File: src/rtl/if_id_pipe.sv
// IF->ID pipeline register with valid/ready handshake, ID stall back-pressure,
// synchronous flush and an optional one-entry skid buffer (registered if_ready).
module if_id_pipe #(
  parameter int ADDR_W  = 32,
  parameter int INST_W  = 32,
  parameter int SIDE_W  = 1,
  parameter bit SKID_EN = 1'b1
) (
  input  logic              clk,
  input  logic              rst,
  input  logic              flush,
  input  logic              if_valid,
  output logic              if_ready,
  input  logic [ADDR_W-1:0] if_pc,
  input  logic [INST_W-1:0] if_inst,
  input  logic [SIDE_W-1:0] if_side,
  output logic              id_valid,
  input  logic              id_ready,
  output logic [ADDR_W-1:0] id_pc,
  output logic [INST_W-1:0] id_inst,
  output logic [SIDE_W-1:0] id_side
);

  typedef struct packed {
    logic [ADDR_W-1:0] pc;
    logic [INST_W-1:0] inst;
    logic [SIDE_W-1:0] side;
  } beat_t;

  // FULL is only ever reached with the skid buffer enabled.
  typedef enum logic [1:0] {EMPTY, ONE, FULL} state_e;

  state_e state_q, state_d;
  beat_t  main_q, main_d;
  beat_t  skid_q, skid_d;
  beat_t  in_beat;
  logic   accept;
  logic   drain;

  assign in_beat = '{pc: if_pc, inst: if_inst, side: if_side};

  // With the skid entry free, a beat can always be parked, so ready never
  // depends on id_ready; the plain register needs the combinational path.
  assign if_ready = SKID_EN ? (state_q != FULL)
                            : ((state_q == EMPTY) || id_ready);
  assign id_valid = (state_q != EMPTY);
  assign accept   = if_valid & if_ready;
  assign drain    = id_valid & id_ready;

  assign id_pc   = main_q.pc;
  assign id_inst = main_q.inst;
  assign id_side = main_q.side;

  always_comb begin
    // NOTE: every output of this block gets a default first, so no path can
    // leave it unassigned and infer a latch.
    state_d = state_q;
    main_d  = main_q;
    skid_d  = skid_q;
    if (flush) begin
      state_d = EMPTY;
      main_d  = '0;
      skid_d  = '0;
    end else begin
      unique case (state_q)
        EMPTY: begin
          if (accept) begin
            state_d = ONE;
            main_d  = in_beat;
          end
        end
        ONE: begin
          if (accept && drain) begin
            main_d = in_beat;
          end else if (accept) begin
            state_d = FULL;
            skid_d  = in_beat;
          end else if (drain) begin
            state_d = EMPTY;
            main_d  = '0;
          end
        end
        FULL: begin
          if (drain) begin
            state_d = ONE;
            main_d  = skid_q;
            skid_d  = '0;
          end
        end
        default: begin
          state_d = EMPTY;
          main_d  = '0;
          skid_d  = '0;
        end
      endcase
    end
  end

  // NOTE: payload registers are reset too, because an empty stage must read
  // zero (a NOP) rather than stale data; use <= so all state updates together.
  always_ff @(posedge clk or posedge rst) begin
    if (rst) begin
      state_q <= EMPTY;
      main_q  <= '0;
      skid_q  <= '0;
    end else begin
      state_q <= state_d;
      main_q  <= main_d;
      skid_q  <= skid_d;
    end
  end

endmodule

File: config.mk
export PLATFORM = sky130hd
export DESIGN_NAME = if_id_pipe
export DESIGN_NICKNAME = d
export VERILOG_FILES = /design/src/rtl/if_id_pipe.sv
export SDC_FILE = /design/constraint.sdc
export NUM_CORES = 1
export LEC_CHECK = 0
export CORE_MARGIN = 10
export CORE_UTILIZATION = 48
export DETAILED_ROUTE_END_ITERATION = 8
export PLACE_DENSITY = 0.75
export SLEW_MARGIN = 20
export SYNTH_ARGS = -nofsm -noshare
export SYNTH_HDL_FRONTEND = slang
export SYNTH_SLANG_ARGS = --single-unit
File: constraint.sdc
create_clock -name clk -period 6.8 [get_ports clk]
set_input_delay 1.7 -clock clk [delete_from_list [all_inputs] [get_ports clk]]
set_output_delay 1.7 -clock clk [all_outputs]
set_load 0.01 [all_outputs]
==> results_dict.tcl <==
set metrics [dict create \
    finalClockSkew_ns 0.00524 \
    drt-wirelength-per-cell_um 19.3 \
    area_delta_synth_final_pct 31.4 \
    drv_cap 0 \
    reg2reg_depth 5 \
    crit_fanout 34 \
    power.share.combinational 0.150 \
    critPathLaunch "id_ready" \
    ys_types 23 \
    syn-num-nets 597 \
    drt-initial-drc-count 503 \
    htreeDepth 4 \
    start_util 0.498 \
    ys_seq_area_frac 0.545 \
    syn_area_per_cell_um2 11.5 \
    grt_pass1_vias 5007 \
    setup_tns_ns 0 \
    period_share 0.565 \
    cp_top_family "buffers and inverters" \
    status "complete, no violations" \
    clock_power_share 0.422 \
    clock_path_buffers 2 \
    ys_seq_elements 132 \
    drive_gt1_frac 0.0868 \
    fill_cells 928 \
    grt_usage 0.184 \
    dr.pass1.iters 5 \
    crit_type "input port to register" \
    fin_crit_ns 3.85 \
    synthCells 527 \
    synth-edff-count 0 \
    cpMaxStageDelayCell "a21oi_4" \
    die_w_um 132 \
    r2r_slack_ns 4.27 \
    io_pins 137 \
    p_sw_frac 0.252 \
    p_sw_uw 513 \
    die_y_um 132 \
    worstSetupEndpointType "register" \
    die_area_um2 17500 \
    worst_pin_slew_ns 0.865 \
    via_per_inst 5.48 \
    stdcell_count 825 \
    r2r_end "id_pc[9]" \
    final_common_cell "clkdlybuf4s50_1" \
    totalWireLength_mm 15.9 \
    grt_setup_unrepaired "no" \
    final_util 0.655 \
    cts_tree "done" \
    dp.cells 793 \
    async_flop_share 1.00 \
    clock_latency_ns 0.40 \
    gp_congestion 0.761 \
    drv_slew 0 \
    cts_sinks 132 \
    fmax_mhz 260 \
    post_cts_buffers 0 \
    grt_max_degree 87 \
    final_cell_mix "clkdlybuf4s50_1 (136), dfrtp_1 (132), mux2i_1 (68), nand2_1 (67), inv_1 (66)" \
    worstPathCellList "clkdlybuf4s50_1 > nand2_1 > a21oi_4 > buf_4 > a22oi_1 > o2bb2ai_1" \
    crit_path_start_kind "input port" \
    synthFlopType "dfrtp_1" \
    max_stage_delay_ns 0.72 \
    postCtsHoldBufs 0 \
    portBuffers 136 \
    path_depth 6 \
    crit_arrival_ns 4.16 \
    clockRootBuffer "clkbuf_16" \
    syn_area_um2 6060 \
    rows 40 \
    endpoint "id_pc[9]" \
    intPower_uw 1520 \
    clkTransAtPathRegs_ns 0.05 \
    finalPower_uw 2040 \
    grt_pass1_wl_mm 26.3 \
    cts_resized 0 \
    nets 714 \
    max_slew_margin 0.422 \
    powerDensity_nw_per_um2 256 \
    grt_overflow_total 0 \
    dr_total_vias 4521 \
    power.leakage_uw 0.00345 \
    r2r_start "state_q[0]" \
    hold_viol 0 \
    yosys_warnings 0 \
    hp-class "register to register" \
    insertedDiodeCount 0 \
    grt_antenna_before_repair 0 \
    drtAntennaViolNets 0 \
    required_ns 7.11 \
    ir_drop_mv 0.127 \
    route.detailed.drc 0 \
    dp_hpwl_mm 10.0 \
    numCtsBuffers 17 \
    coreArea_um2 12200 \
    pwr-share-seq 0.428 \
    setup_viol 0 \
    worstPathBufferInverterCount 2 \
]
[layout make-up]
type / count / area [um2] / area share
Sequential cell: 132 / 3300 / 0.415
Multi-Input combinational cell: 281 / 2200 / 0.277
Timing Repair Buffer: 143 / 1410 / 0.178
Clock buffer: 23 / 488 / 0.0613
Inverter: 69 / 264 / 0.0332
Tap cell: 168 / 210 / 0.0264
Clock inverter: 9 / 77.6 / 0.00975
[synth_stat cells (3+ instances only)]
cell         n  area (um2)
o2bb2ai_2   10         150
a21oi_1      3        15.0
o2bb2ai_1   55         482
nand2_1     67         251
buf_2       19        95.1
a22oi_1     65         488
buf_6       16         180
dfrtp_1    132        3300
buf_4        8        60.1
nor2_1       3        11.3
inv_1       67         251
mux2i_1     68         681
[per-stage QoR]
step | setup WS, ns | hold slack [ns] | instance area, um2
floorplan | 1.57 | 0.498 | 6060
global placement | 2.67 | 0.472 | 7390
detailed placement | 2.60 | 0.473 | 7390
CTS | 2.99 | 0.490 | 7960
global route | 2.84 | 0.503 | 7960
finish | 2.95 | 0.487 | 7960
[per-layer routing]
metal,up-vias,global-route usage,share of wire
li1,2080,-,-
met1,2296,0.232,0.45
met2,136,0.295,0.48
met3,9,0.0606,0.060
met4,0,0.0465,0.0045
met5,-,0,0
[state kept, by name, summed over array words and instances, names as in the netlist]
name	flops
id_inst	32
id_pc	32
state_q	2
skid_q	65
id_side	1
[worst register-to-register path, stage by stage (launching register included)]
cell	delay, ns
dfrtp_1	0.58
mux2i_1	0.31
mux2i_1	0.15
nor2_4	0.61
buf_4	0.60
o2bb2ai_1	0.20
[worst min path at each step]
stage | startpoint | slack, ns | cells past startpoint | endpoint
floorplan | skid_q[0] | 0.50 | 2 | skid_q[0]
global placement | id_pc[3] | 0.47 | 1 | id_pc[3]
detailed placement | id_pc[3] | 0.47 | 1 | id_pc[3]
CTS | id_pc[3] | 0.49 | 1 | id_pc[3]
global route | id_inst[30] | 0.50 | 1 | id_inst[30]
finish | id_pc[3] | 0.49 | 1 | id_pc[3]
[logic make-up (layout without fill, tap and decap cells)]
family | Yosys count | in the layout | synth area share
buf+inv | 114 | 244 | 0.0993
mux | 68 | 68 | 0.112
flops | 132 | 132 | 0.545
compound gates | 137 | 137 | 0.192
simple gates | 76 | 76 | 0.0510
[power by group through the flow]
stage	Combinational, uW	Sequential (uW)	Clock [uW]
3_3_place_gp	299	882	0
4_1_cts	309	872	869
5_1_grt	333	878	908
3_5_place_dp	307	883	0
6_report	305	872	859
2_1_floorplan	159	888	0
No activity file was read; power rests on OpenSTA's default activity.
